===== src/rtl/uart_pkg.sv =====
// Shared UART definitions (receiver and transmitter): line levels, parity sense, state encoding.
// The PARITY receive state exists only when UART_RX_PARITY_EN is defined.
package uart_pkg;

    localparam logic UART_IDLE_LVL    = 1'b1;
    localparam logic PAR_ODD          = 1'b0;
    localparam int   MIN_CLKS_PER_BIT = 4;

    typedef enum logic [2:0] {
        RX_IDLE   = 3'd0,
        RX_START  = 3'd1,
        RX_DATA   = 3'd2,
`ifdef UART_RX_PARITY_EN
        RX_PARITY = 3'd3,
`endif
        RX_STOP   = 3'd4,
        RX_BRK    = 3'd5
    } rx_st_t;

endpackage


===== src/rtl/uart_bit_timer.sv =====
// Bit-period counter for the UART receiver: counts 0..CLKS_PER_BIT-1 and wraps.
// Produces mid-bit and end-of-period strobes; restart holds the count at zero.
module uart_bit_timer #(
    parameter int CLKS_PER_BIT = 8
) (
    input  logic clk,
    input  logic clr_n,
    input  logic restart,
    output logic mid,
    output logic fin
);

    localparam int CW = (CLKS_PER_BIT > 1) ? $clog2(CLKS_PER_BIT) : 1;
    localparam logic [CW-1:0] MID_V = CW'(CLKS_PER_BIT / 2 - 1);
    localparam logic [CW-1:0] FIN_V = CW'(CLKS_PER_BIT - 1);

    logic [CW-1:0] cnt;

    always_ff @(posedge clk) begin
        if (!clr_n || restart) begin
            cnt <= '0;
        end else if (cnt == FIN_V) begin
            cnt <= '0;
        end else begin
            cnt <= cnt + 1'b1;
        end
    end

    assign mid = (cnt == MID_V);
    assign fin = (cnt == FIN_V);

endmodule


===== src/rtl/uart_rx_hs.sv =====
// UART receiver with mid-bit sampling, false-start rejection, stop check and a four-phase req/ack
// holding register. Define UART_RX_PARITY_EN to add an even-parity bit after the data bits.
module uart_rx_hs
    import uart_pkg::*;
#(
    parameter int DATA_BITS    = 8,
    parameter int CLKS_PER_BIT = 8
) (
    input  logic                 clk,
    input  logic                 clr_n,
    input  logic                 rcv,
    input  logic                 rcv_ack,
    output logic                 rcv_req,
    output logic [DATA_BITS-1:0] rcv_data,
    output logic                 frame_err,
    output logic                 overrun
);

    localparam int BW = $clog2(DATA_BITS);
    localparam logic [BW-1:0] LAST_BIT = BW'(DATA_BITS - 1);

    if (CLKS_PER_BIT < MIN_CLKS_PER_BIT) begin : g_bad_clks
        $error("uart_rx_hs: CLKS_PER_BIT below minimum");
    end
    if (DATA_BITS < 5 || DATA_BITS > 9) begin : g_bad_bits
        $error("uart_rx_hs: DATA_BITS outside 5..9");
    end

    rx_st_t st, st_nxt;

    logic                 rcv_meta, rs;
    logic                 tmr_restart, tmr_mid, tmr_fin;
    logic                 shift_en, commit_set, err_set, commit_pend, ack_wait;
    logic [BW-1:0]        bit_idx;
    logic [DATA_BITS-1:0] shreg;
    logic                 par_ok;

    always_ff @(posedge clk) begin
        if (!clr_n) begin
            rcv_meta <= UART_IDLE_LVL;
            rs       <= UART_IDLE_LVL;
        end else begin
            rcv_meta <= rcv;
            rs       <= rcv_meta;
        end
    end

    uart_bit_timer #(
        .CLKS_PER_BIT(CLKS_PER_BIT)
    ) u_timer (
        .clk    (clk),
        .clr_n  (clr_n),
        .restart(tmr_restart),
        .mid    (tmr_mid),
        .fin    (tmr_fin)
    );

`ifdef UART_RX_PARITY_EN
    logic par_smp, par_bit;

    always_ff @(posedge clk) begin
        if (!clr_n) begin
            par_bit <= 1'b0;
        end else if (par_smp) begin
            par_bit <= rs;
        end
    end

    // Even parity: data ones plus the parity bit must sum to PAR_ODD.
    assign par_ok = (((^shreg) ^ par_bit) == PAR_ODD);
`else
    assign par_ok = 1'b1;
`endif

    always_ff @(posedge clk) begin
        if (!clr_n) begin
            st <= RX_IDLE;
        end else begin
            st <= st_nxt;
        end
    end

    always_comb begin
        st_nxt      = st;
        tmr_restart = 1'b0;
        shift_en    = 1'b0;
        commit_set  = 1'b0;
        err_set     = 1'b0;
`ifdef UART_RX_PARITY_EN
        par_smp     = 1'b0;
`endif
        case (st)
            RX_IDLE: begin
                tmr_restart = 1'b1;
                if (rs != UART_IDLE_LVL) begin
                    st_nxt = RX_START;
                end
            end
            RX_START: begin
                // Re-centre the timer so later strobes land mid-bit.
                if (tmr_mid) begin
                    tmr_restart = 1'b1;
                    st_nxt      = (rs == UART_IDLE_LVL) ? RX_IDLE : RX_DATA;
                end
            end
            RX_DATA: begin
                if (tmr_fin) begin
                    shift_en = 1'b1;
                    if (bit_idx == LAST_BIT) begin
`ifdef UART_RX_PARITY_EN
                        st_nxt = RX_PARITY;
`else
                        st_nxt = RX_STOP;
`endif
                    end
                end
            end
`ifdef UART_RX_PARITY_EN
            RX_PARITY: begin
                if (tmr_fin) begin
                    par_smp = 1'b1;
                    st_nxt  = RX_STOP;
                end
            end
`endif
            RX_STOP: begin
                if (tmr_fin) begin
                    if (rs != UART_IDLE_LVL) begin
                        err_set = 1'b1;
                        st_nxt  = RX_BRK;
                    end else if (par_ok) begin
                        commit_set = 1'b1;
                        st_nxt     = RX_IDLE;
                    end else begin
                        err_set = 1'b1;
                        st_nxt  = RX_IDLE;
                    end
                end
            end
            RX_BRK: begin
                tmr_restart = 1'b1;
                if (rs == UART_IDLE_LVL) begin
                    st_nxt = RX_IDLE;
                end
            end
            default: begin
                st_nxt = RX_IDLE;
            end
        endcase
    end

    always_ff @(posedge clk) begin
        if (!clr_n) begin
            bit_idx <= '0;
            shreg   <= '0;
        end else begin
            if (st != RX_DATA) begin
                bit_idx <= '0;
            end else if (shift_en) begin
                bit_idx <= bit_idx + 1'b1;
            end
            if (shift_en) begin
                shreg[bit_idx] <= rs;
            end
        end
    end

    // ack_wait covers the return-to-zero phase: no new word until ack drops.
    always_ff @(posedge clk) begin
        if (!clr_n) begin
            commit_pend <= 1'b0;
            frame_err   <= 1'b0;
            rcv_req     <= 1'b0;
            rcv_data    <= '0;
            ack_wait    <= 1'b0;
            overrun     <= 1'b0;
        end else begin
            commit_pend <= commit_set;
            frame_err   <= err_set;
            if (rcv_req && rcv_ack) begin
                rcv_req  <= 1'b0;
                ack_wait <= 1'b1;
            end else if (ack_wait && !rcv_ack) begin
                ack_wait <= 1'b0;
            end
            if (commit_pend) begin
                if (!rcv_req && !ack_wait) begin
                    rcv_req  <= 1'b1;
                    rcv_data <= shreg;
                end else begin
                    overrun <= 1'b1;
                end
            end
        end
    end

endmodule


===== config.mk =====
export PLATFORM = sky130hd
export DESIGN_NAME = uart_rx_hs
export DESIGN_NICKNAME = d
export VERILOG_FILES = /design/src/rtl/uart_pkg.sv /design/src/rtl/uart_bit_timer.sv /design/src/rtl/uart_rx_hs.sv
export SDC_FILE = /design/constraint.sdc
export NUM_CORES = 1
export LEC_CHECK = 0
export BUFFER_PORTS_ARGS = -buffer_cell sky130_fd_sc_hd__buf_4
export CAP_MARGIN = 15
export CELL_PAD_IN_SITES_DETAIL_PLACEMENT = 1
export CELL_PAD_IN_SITES_GLOBAL_PLACEMENT = 2
export CORE_UTILIZATION = 36
export DETAILED_ROUTE_END_ITERATION = 6
export PLACE_DENSITY_LB_ADDON = 0.2
export SLEW_MARGIN = 20
export SYNTH_ARGS = -nofsm -noshare
export SYNTH_HDL_FRONTEND = slang
export SYNTH_SLANG_ARGS = --single-unit

===== constraint.sdc =====
create_clock -name clk -period 1.6 [get_ports clk]
set_input_delay 0.16 -clock clk [delete_from_list [all_inputs] [get_ports clk]]
set_output_delay 0.16 -clock clk [all_outputs]
set_load 0.1 [all_outputs]

==> out/metrics.cfg, run 1 <==
[outcome]
status=finished clean

[sta]
tns_ps=0
hold_viol_final=0
rsz0062_at_grt=no
finalSetupViolations=0
fmax_mhz=692.3
fin_hold_ws_ps=59.97
period_share=0.9028
tightest_slew_ps=332.1
fin_skew_ps=5.043
fin_crit_ps=1444
relSlewSlack=0.7783
maxSlewViolCount=0

[power]
p_per_area_nw_per_um2=956.5
clkPwrFrac=0.440
leakagePower_uw=0.0006704
comb_power_share=0.024
vdd_ir_drop_max_mv=0.4991
internal-power_uw=1200
power.total_uw=1504
p_sw_frac=0.2027
p_sw_uw=304.9
p_seq_frac=0.536

[setup_path]
start_kind=flop
path_max_fanout=4
rr_startpoint=u_timer.cnt[0]$_SDFF_PP0_
reg2reg_to=shreg[7]$_SDFFE_PN0P_
critPathArrivalTime_ps=1600
cp_num_buf_inv=0
crit_path_top_delay_cell=dfxtp_1
path_cells=ha_1 -> ha_1 -> and4b_1 -> nand4b_1 -> mux2i_1
crit_type=flop to flop
reg2reg_slack_ps=160
worstPathRequired_ps=1760
path_delay_family=adder cells
crit_path_end_kind=flop
rr_worst_depth=5
cp_slowest_stage_delay_ps=340
crit_top_cell=ha_1
path_depth=5

[global_route]
grt_max_degree=27
grt_pass1_vias=1006
track_usage=0.1413
grt-ovfl-total=0
antenna_found_initial=0
grt_pass1_wl_mm=4.271

[drt]
final_antenna_net_count=0
vias=945
wl_mm=2.397
wl_per_cell_um=12.36
drc_errors=0
viasPerCell=4.871
drt_iter0_drc=32
drtPass1Iterations=4

[logic_synthesis]
yosysMostFrequentCell=dfxtp_1
yosys.area.top_type_share=0.4803
synth_mux_area_frac=0.1351
synth-async-reset-ratio=0
synthXorXnorAreaFrac=0.006567
syn_avg_cell_area_um2=10.26
synth_compound_area_frac=0.05910
synth-edff-count=0
yosysTopAreaCell=dfxtp_1
synth_cell_type_count=29
synth_fa_ha_area_frac=0.05629
synth_area_leaders=dfxtp_1, mux2i_1, ha_1, nor2b_1, nand2_1
ys_ff_latch=32
ys_top_cells_by_count=dfxtp_1, mux2i_1, nand2_1
synth_top_family_by_area=simple AND/OR/NAND/NOR gates
syn-num-nets=140
ys.flop_type=dfxtp_1
syn_area_um2=1334
postSynthCellCount=130
yosysSeqAreaShare=0.4803
ys_warn_count=0
synth-simple-area-share=0.2251

[floorplanning]
start_util=0.3875
core_area_um2=3442
num_io_pins=15
die_area_um2=3953
num_rows=21
die_w_um=62.87
die_h_um=62.87

[place]
postPlaceCellArea_um2=1476
place_hpwl_mm=1.738
dp_cells=187
portBuffers=14
place_congestion=0.7471

[cells_and_area]
final_layout_size_suffix_gt1_frac=0.1689
synthToLayoutAreaGrowth_pct=17.92
final_area_um2=1573
final_net_count=158
diodes=0
stdcell_count=194

[clocking]
post_cts_resized=0
cts.sinks=32
cts_tree=built
cts-root-buf=clkbuf_8
clock_path_buffers=2
cts_buffers=5
postCtsHoldBufs=0
worstSkewPairLatency_ps=280
htree_levels=2
postCtsSetupRepairBufs=0
cts.clk_slew.worst_paths_ps=60

[min_path]
hold_depth=2
min_path_type=primary input to flop
holdCritStartpoint=rcv
worstHoldEndpoint=rcv_meta$_SDFF_PN1_

[flow_run]
drv_cap=0

[metal layers]
metal	up-vias	routed length (um)	track usage	share of wire
li1	472	-	-	-
met1	456	1157	0.1472	0.48
met2	12	1120	0.2446	0.47
met3	5	72	0.04380	0.030
met4	0	46	0.08721	0.019
met5	-	0	0	0
[cells in the final DEF (no fill, tap or decap), types with 2 or more instances in the layout]
| master | netlist | routed |
|---|---|---|
| dfxtp_1 | 32 | 32 |
| mux2i_1 | 18 | 18 |
| buf_4 | 2 | 16 |
| nand2_1 | 15 | 15 |
| nor2b_1 | 11 | 11 |
| nor2_1 | 9 | 9 |
| clkbuf_8 | 0 | 7 |
| ha_1 | 6 | 6 |
| inv_1 | 4 | 4 |
| nor3b_1 | 4 | 4 |
| o21ai_0 | 3 | 3 |
| o21a_1 | 3 | 3 |
| nand3_1 | 3 | 3 |
| and2b_1 | 2 | 2 |
| nand2b_1 | 2 | 2 |
| nand4b_1 | 2 | 2 |
[kinds of logic (layout without fill, tap and decap cells)]
group / Yosys count / after routing
mux: 18 / 18
xor+xnor: 1 / 1
simple gates: 54 / 54
fa+ha+maj: 6 / 6
compound gates: 10 / 10
flops: 32 / 32
buf+inv: 9 / 27
[registers in the layout, indices dropped and copies added (netlist names)]
| register | cells |
|---|---|
| ack_wait | 1 |
| bit_idx | 3 |
| commit_pend | 1 |
| frame_err | 1 |
| overrun | 1 |
| rcv_data | 8 |
| rcv_meta | 1 |
| rcv_req | 1 |
| rs | 1 |
| shreg | 8 |
| st | 3 |
| u_timer.cnt | 3 |
[power groups by stage]
stage               Combinational (uW)  Sequential (uW)  Clock, uW
floorplan                         28.6              821          0
global placement                  35.8              824          0
detailed placement                37.3              824          0
CTS                               37.1              806        680
global route                      40.8              806        720
finish                            35.7              806        662
[per-stage QoR]
stage | util | setup WS [ps]
floorplan | - | 2.296
global placement | 0.4289 | 231.7
detailed placement | 0.4289 | 166.8
CTS | 0.4569 | 153.2
global route | 0.4569 | 52.60
finish | 0.4569 | 155.6
[worst max path at each step]
stage	to	slack [ps]	start
floorplan	rcv_data[0]$_SDFFE_PN0P_	2	rcv_req$_SDFF_PN0_
global placement	shreg[5]$_SDFFE_PN0P_	230	u_timer.cnt[0]$_SDFF_PP0_
detailed placement	shreg[6]$_SDFFE_PN0P_	170	u_timer.cnt[0]$_SDFF_PP0_
CTS	shreg[7]$_SDFFE_PN0P_	150	u_timer.cnt[0]$_SDFF_PP0_
global route	shreg[7]$_SDFFE_PN0P_	50	u_timer.cnt[0]$_SDFF_PP0_
finish	shreg[7]$_SDFFE_PN0P_	160	u_timer.cnt[0]$_SDFF_PP0_
[layout make-up]
cell class	instances	area, um^2
well taps	46	57.56
repair buffers	16	120.1
flip-flops and latches	32	640.6
multi-input cells	89	643.1
inverters	4	15.01
clock buffers	7	96.34
fillers	403	1869
Power figures use the tool's default switching activity.
==> inputs of run 2 (changes only) <==
Settings changed: RECOVER_POWER set to 25.
==> run 2 against run 1 <==
Against the previous run: global-route usage unchanged; clock power about the same; routed wire length up 0.25%; first-iteration DRC count fell by 3.1%; largest cell class unchanged; critical path type unchanged.
==> out/metrics.cfg, run 2 (synthesis gave the netlist of run 1 again) <==
[power]
vdd_ir_drop_max_mv=0.4989
leakagePower_uw=0.0006627
power.total_uw=1503
p_per_area_nw_per_um2=965.5

[global_route]
grt-ovfl-total=0
grt_pass1_wl_mm=4.271
grt_max_degree=27
antenna_found_initial=0
track_usage=0.1413
grt_pass1_vias=1006

[outcome]
status=finished clean

[setup_path]
worstPathRequired_ps=1760
crit_type=flop to flop
reg2reg_slack_ps=150
crit_path_end_kind=flop
start_kind=flop
critPathArrivalTime_ps=1600
path_max_fanout=4

[sta]
fin_crit_ps=1446
hold_viol_final=0
fin_skew_ps=5.034
maxSlewViolCount=0
relSlewSlack=0.3241
tns_ps=0
tightest_slew_ps=1014
rsz0062_at_grt=no
fmax_mhz=691.5
fin_hold_ws_ps=59.87
period_share=0.9039
finalSetupViolations=0

[drt]
vias=942
final_antenna_net_count=0
wl_per_cell_um=12.39
wl_mm=2.403
drtPass1Iterations=2
drt_iter0_drc=31
viasPerCell=4.856
drc_errors=0

[cells_and_area]
stdcell_count=194
final_cell_mix=dfxtp_1, mux2i_1, nand2_1
diodes=0
reg.largest.list=rcv_data (8), shreg (8)
final_common_cell=dfxtp_1
final_net_count=158
final_area_um2=1556
seq_area_um2=640.6
fillerInstances=407
final_layout_size_suffix_gt1_frac=0.1622
synthToLayoutAreaGrowth_pct=16.70
multiInputGateArea_um2=643.1

[clocking]
cts.sinks=32
htree_levels=2
cts.clk_slew.worst_paths_ps=60
cts_buffers=5
postCtsHoldBufs=0
postCtsSetupRepairBufs=0
worstSkewPairLatency_ps=280
cts-root-buf=clkbuf_8
clock_path_buffers=2
post_cts_resized=0
cts_tree=built

[place]
portBuffers=14
place_congestion=0.7471
dp_cells=187
place_hpwl_mm=1.738
postPlaceCellArea_um2=1476

[floorplanning]
die_h_um=62.87
die_w_um=62.87
num_rows=21
die_area_um2=3953
num_io_pins=15
start_util=0.3875
core_area_um2=3442

[flow_run]
drv_cap=0

[min_path]
min_path_type=primary input to flop

run 2: changes by cell type in the layout (fill, tap and decap cells not counted):
cell      before  now
buf_4         16   10
clkbuf_1       0    1
clkbuf_2       0    5
run 2: final cells by class:
class,instances,share of cell area
Tap cell,46,0.03698
Sequential cell,32,0.4116
Clock buffer,7,0.06190
Inverter,4,0.009646
Multi-Input combinational cell,89,0.4132
Timing Repair Buffer,16,0.06672
run 2: stage by stage:
step / worst slack (ps) / utilization
CTS: 153.2 / 0.4569
global route: 49.92 / 0.4522
finish: 153.8 / 0.4522
global placement: 231.7 / 0.4289
floorplan: 2.296 / -
detailed placement: 166.8 / 0.4289
run 2: routing by layer:
metal | part of all wire | track usage
met1 | 0.48 | 0.1472
met2 | 0.47 | 0.2446
met3 | 0.030 | 0.04380
met4 | 0.019 | 0.08721
met5 | 0 | 0
run 2: path summary, 6_finish.rpt:
kind	depth (start not counted)	start	endpoint
worst max-delay path	5	u_timer.cnt[0]$_SDFF_PP0_	shreg[7]$_SDFFE_PN0P_
worst min-delay path	2	rcv	rcv_meta$_SDFF_PN1_
worst max register to register	5	u_timer.cnt[0]$_SDFF_PP0_	shreg[7]$_SDFFE_PN0P_
worst min register to register	1	rcv_meta$_SDFF_PN1_	rs$_SDFF_PN1_
run 2: where the power goes:
group	internal (uW)	switching [uW]
Sequential	801	5.12
Clock	383	279
Combinational	14.7	20.2
Total	1200	304
run 2: worst max-delay path, cell delays in order, from the launching register on:
cell and delay, ps:
dfxtp_1 340, ha_1 220, ha_1 210, and4b_1 280, nand4b_1 130, mux2i_1 140
==> inputs of run 3 (changes only) <==
Settings changed: PLACE_DENSITY_LB_ADDON 0.2 to 0.1.
==> run 3 against run 2 <==
Against the previous run: cell count is the same; fmax is 2.2% higher; largest power group unchanged; global-route usage grew 0.45 points; critical endpoint is now shreg[6]$_SDFFE_PN0P_.
==> out/metrics.cfg, run 3 (synthesis gave the netlist of run 1 again) <==
[outcome]
status=finished clean

[power]
p_sw_uw=285.6
comb_power_share=0.026
vdd_ir_drop_max_mv=0.5166
p_sw_frac=0.2044
power.total_uw=1397
leakagePower_uw=0.0006570
internal-power_uw=1112
clkPwrFrac=0.397
p_per_area_nw_per_um2=906.5
p_seq_frac=0.577

[floorplanning]
die_w_um=62.87
num_rows=21
start_util=0.3875
die_h_um=62.87
core_area_um2=3442
die_area_um2=3953
num_io_pins=15

[clocking]
cts-root-buf=clkbuf_8
postCtsHoldBufs=0
postCtsSetupRepairBufs=0
cts.clk_slew.worst_paths_ps=60
cts_buffers=5
worstSkewPairLatency_ps=280
clock_path_buffers=2
post_cts_resized=0
cts_tree=built
cts.sinks=32
htree_levels=2

[global_route]
grt_pass1_vias=975
antenna_found_initial=0
grt_pass1_wl_mm=4.381
track_usage=0.1458
grt_max_degree=27
grt-ovfl-total=0

[setup_path]
critPathArrivalTime_ps=1570
worstPathRequired_ps=1760
rr_worst_depth=5
crit_path_end_kind=flop
start_kind=flop
crit_type=flop to flop
path_max_fanout=4

[flow_run]
drv_cap=0

[cells_and_area]
reg.largest.list=rcv_data (8), shreg (8)
finalCoreUtilization=0.4478
final_cell_mix=dfxtp_1, mux2i_1, nand2_1
final_common_cell=dfxtp_1
synthToLayoutAreaGrowth_pct=15.57
final_net_count=158
final_layout_size_suffix_gt1_frac=0.1622
diodes=0

[drt]
wl_per_cell_um=12.10
vias=951
drt_iter0_drc=54
wl_met3_um=100
route.met2.wl_mm=1.093
drtPass1Iterations=3
top_layer=met4
final_antenna_net_count=0
wl_mm=2.348
drc_errors=0
wl_met1_mm=1.112
viasPerCell=4.902

[sta]
maxSlewViolCount=0
rsz0062_at_grt=no
hold_viol_final=0
period_share=0.8845
fin_skew_ps=2.855
finalSetupViolations=0
tns_ps=0
relSlewSlack=0.6394
fmax_mhz=706.6
fin_crit_ps=1415
tightest_slew_ps=543.3
setup_slack_ps=184.8

[min_path]
min_path_type=primary input to flop
hold_depth=2

[place]
dp_slack_ps=184.2
place_hpwl_mm=1.712
place_congestion=0.7341
portBuffers=14

## run 3: changes by cell type in the layout (fill, tap and decap cells not counted), sizes merged
| cell | delta |
|---|---|
| buf | +1 |
| clkinv | +1 |
| clkbuf | -2 |
## run 3: worst max-delay path: stages (launching register included)
cell and delay, ps:
dfxtp_1 330, ha_1 210, ha_1 210, and4b_1 280
nand3_1 130, mux2i_1 140
## run 3: path summary, 6_finish.rpt
path	startpoint	endpoint	slack (ps)
worst max-delay path	u_timer.cnt[0]$_SDFF_PP0_	shreg[6]$_SDFFE_PN0P_	180
worst max register to register	u_timer.cnt[0]$_SDFF_PP0_	shreg[6]$_SDFFE_PN0P_	180
worst min register to register	rcv_meta$_SDFF_PN1_	rs$_SDFF_PN1_	410
worst min-delay path	rcv	rcv_meta$_SDFF_PN1_	70
## run 3: layout make-up
cell class	count	area, um^2
fillers	408	1901
multi-input cells	89	643.1
flip-flops and latches	32	640.6
repair buffers	16	107.6
clock buffers	6	72.57
well taps	46	57.56
inverters	4	15.01
clock inverters	1	5.005
## run 3: per-layer routing
| metal | track usage | vias to the layer above |
|---|---|---|
| li1 | - | 474 |
| met4 | 0.06105 | 0 |
| met2 | 0.2339 | 13 |
| met1 | 0.1659 | 459 |
| met5 | 0 | - |
| met3 | 0.06569 | 5 |
## run 3: power by group through the flow
| stage | Clock, uW | Sequential, uW | Combinational [uW] |
|---|---|---|---|
| 2_1_floorplan | 0 | 821 | 28.6 |
| 4_1_cts | 586 | 806 | 37.3 |
| 3_3_place_gp | 0 | 824 | 36.2 |
| 5_1_grt | 620 | 807 | 41.4 |
| 6_report | 555 | 807 | 36.0 |
| 3_5_place_dp | 0 | 824 | 37.4 |
## run 3: per-stage QoR
step                hold slack, ps  area (um^2)  instances
global placement             345.5         1476        187
floorplan                    233.0         1334        130
detailed placement           350.7         1476        187
global route                 75.31         1541        194
CTS                          59.82         1554        194
finish                       66.74         1541        194
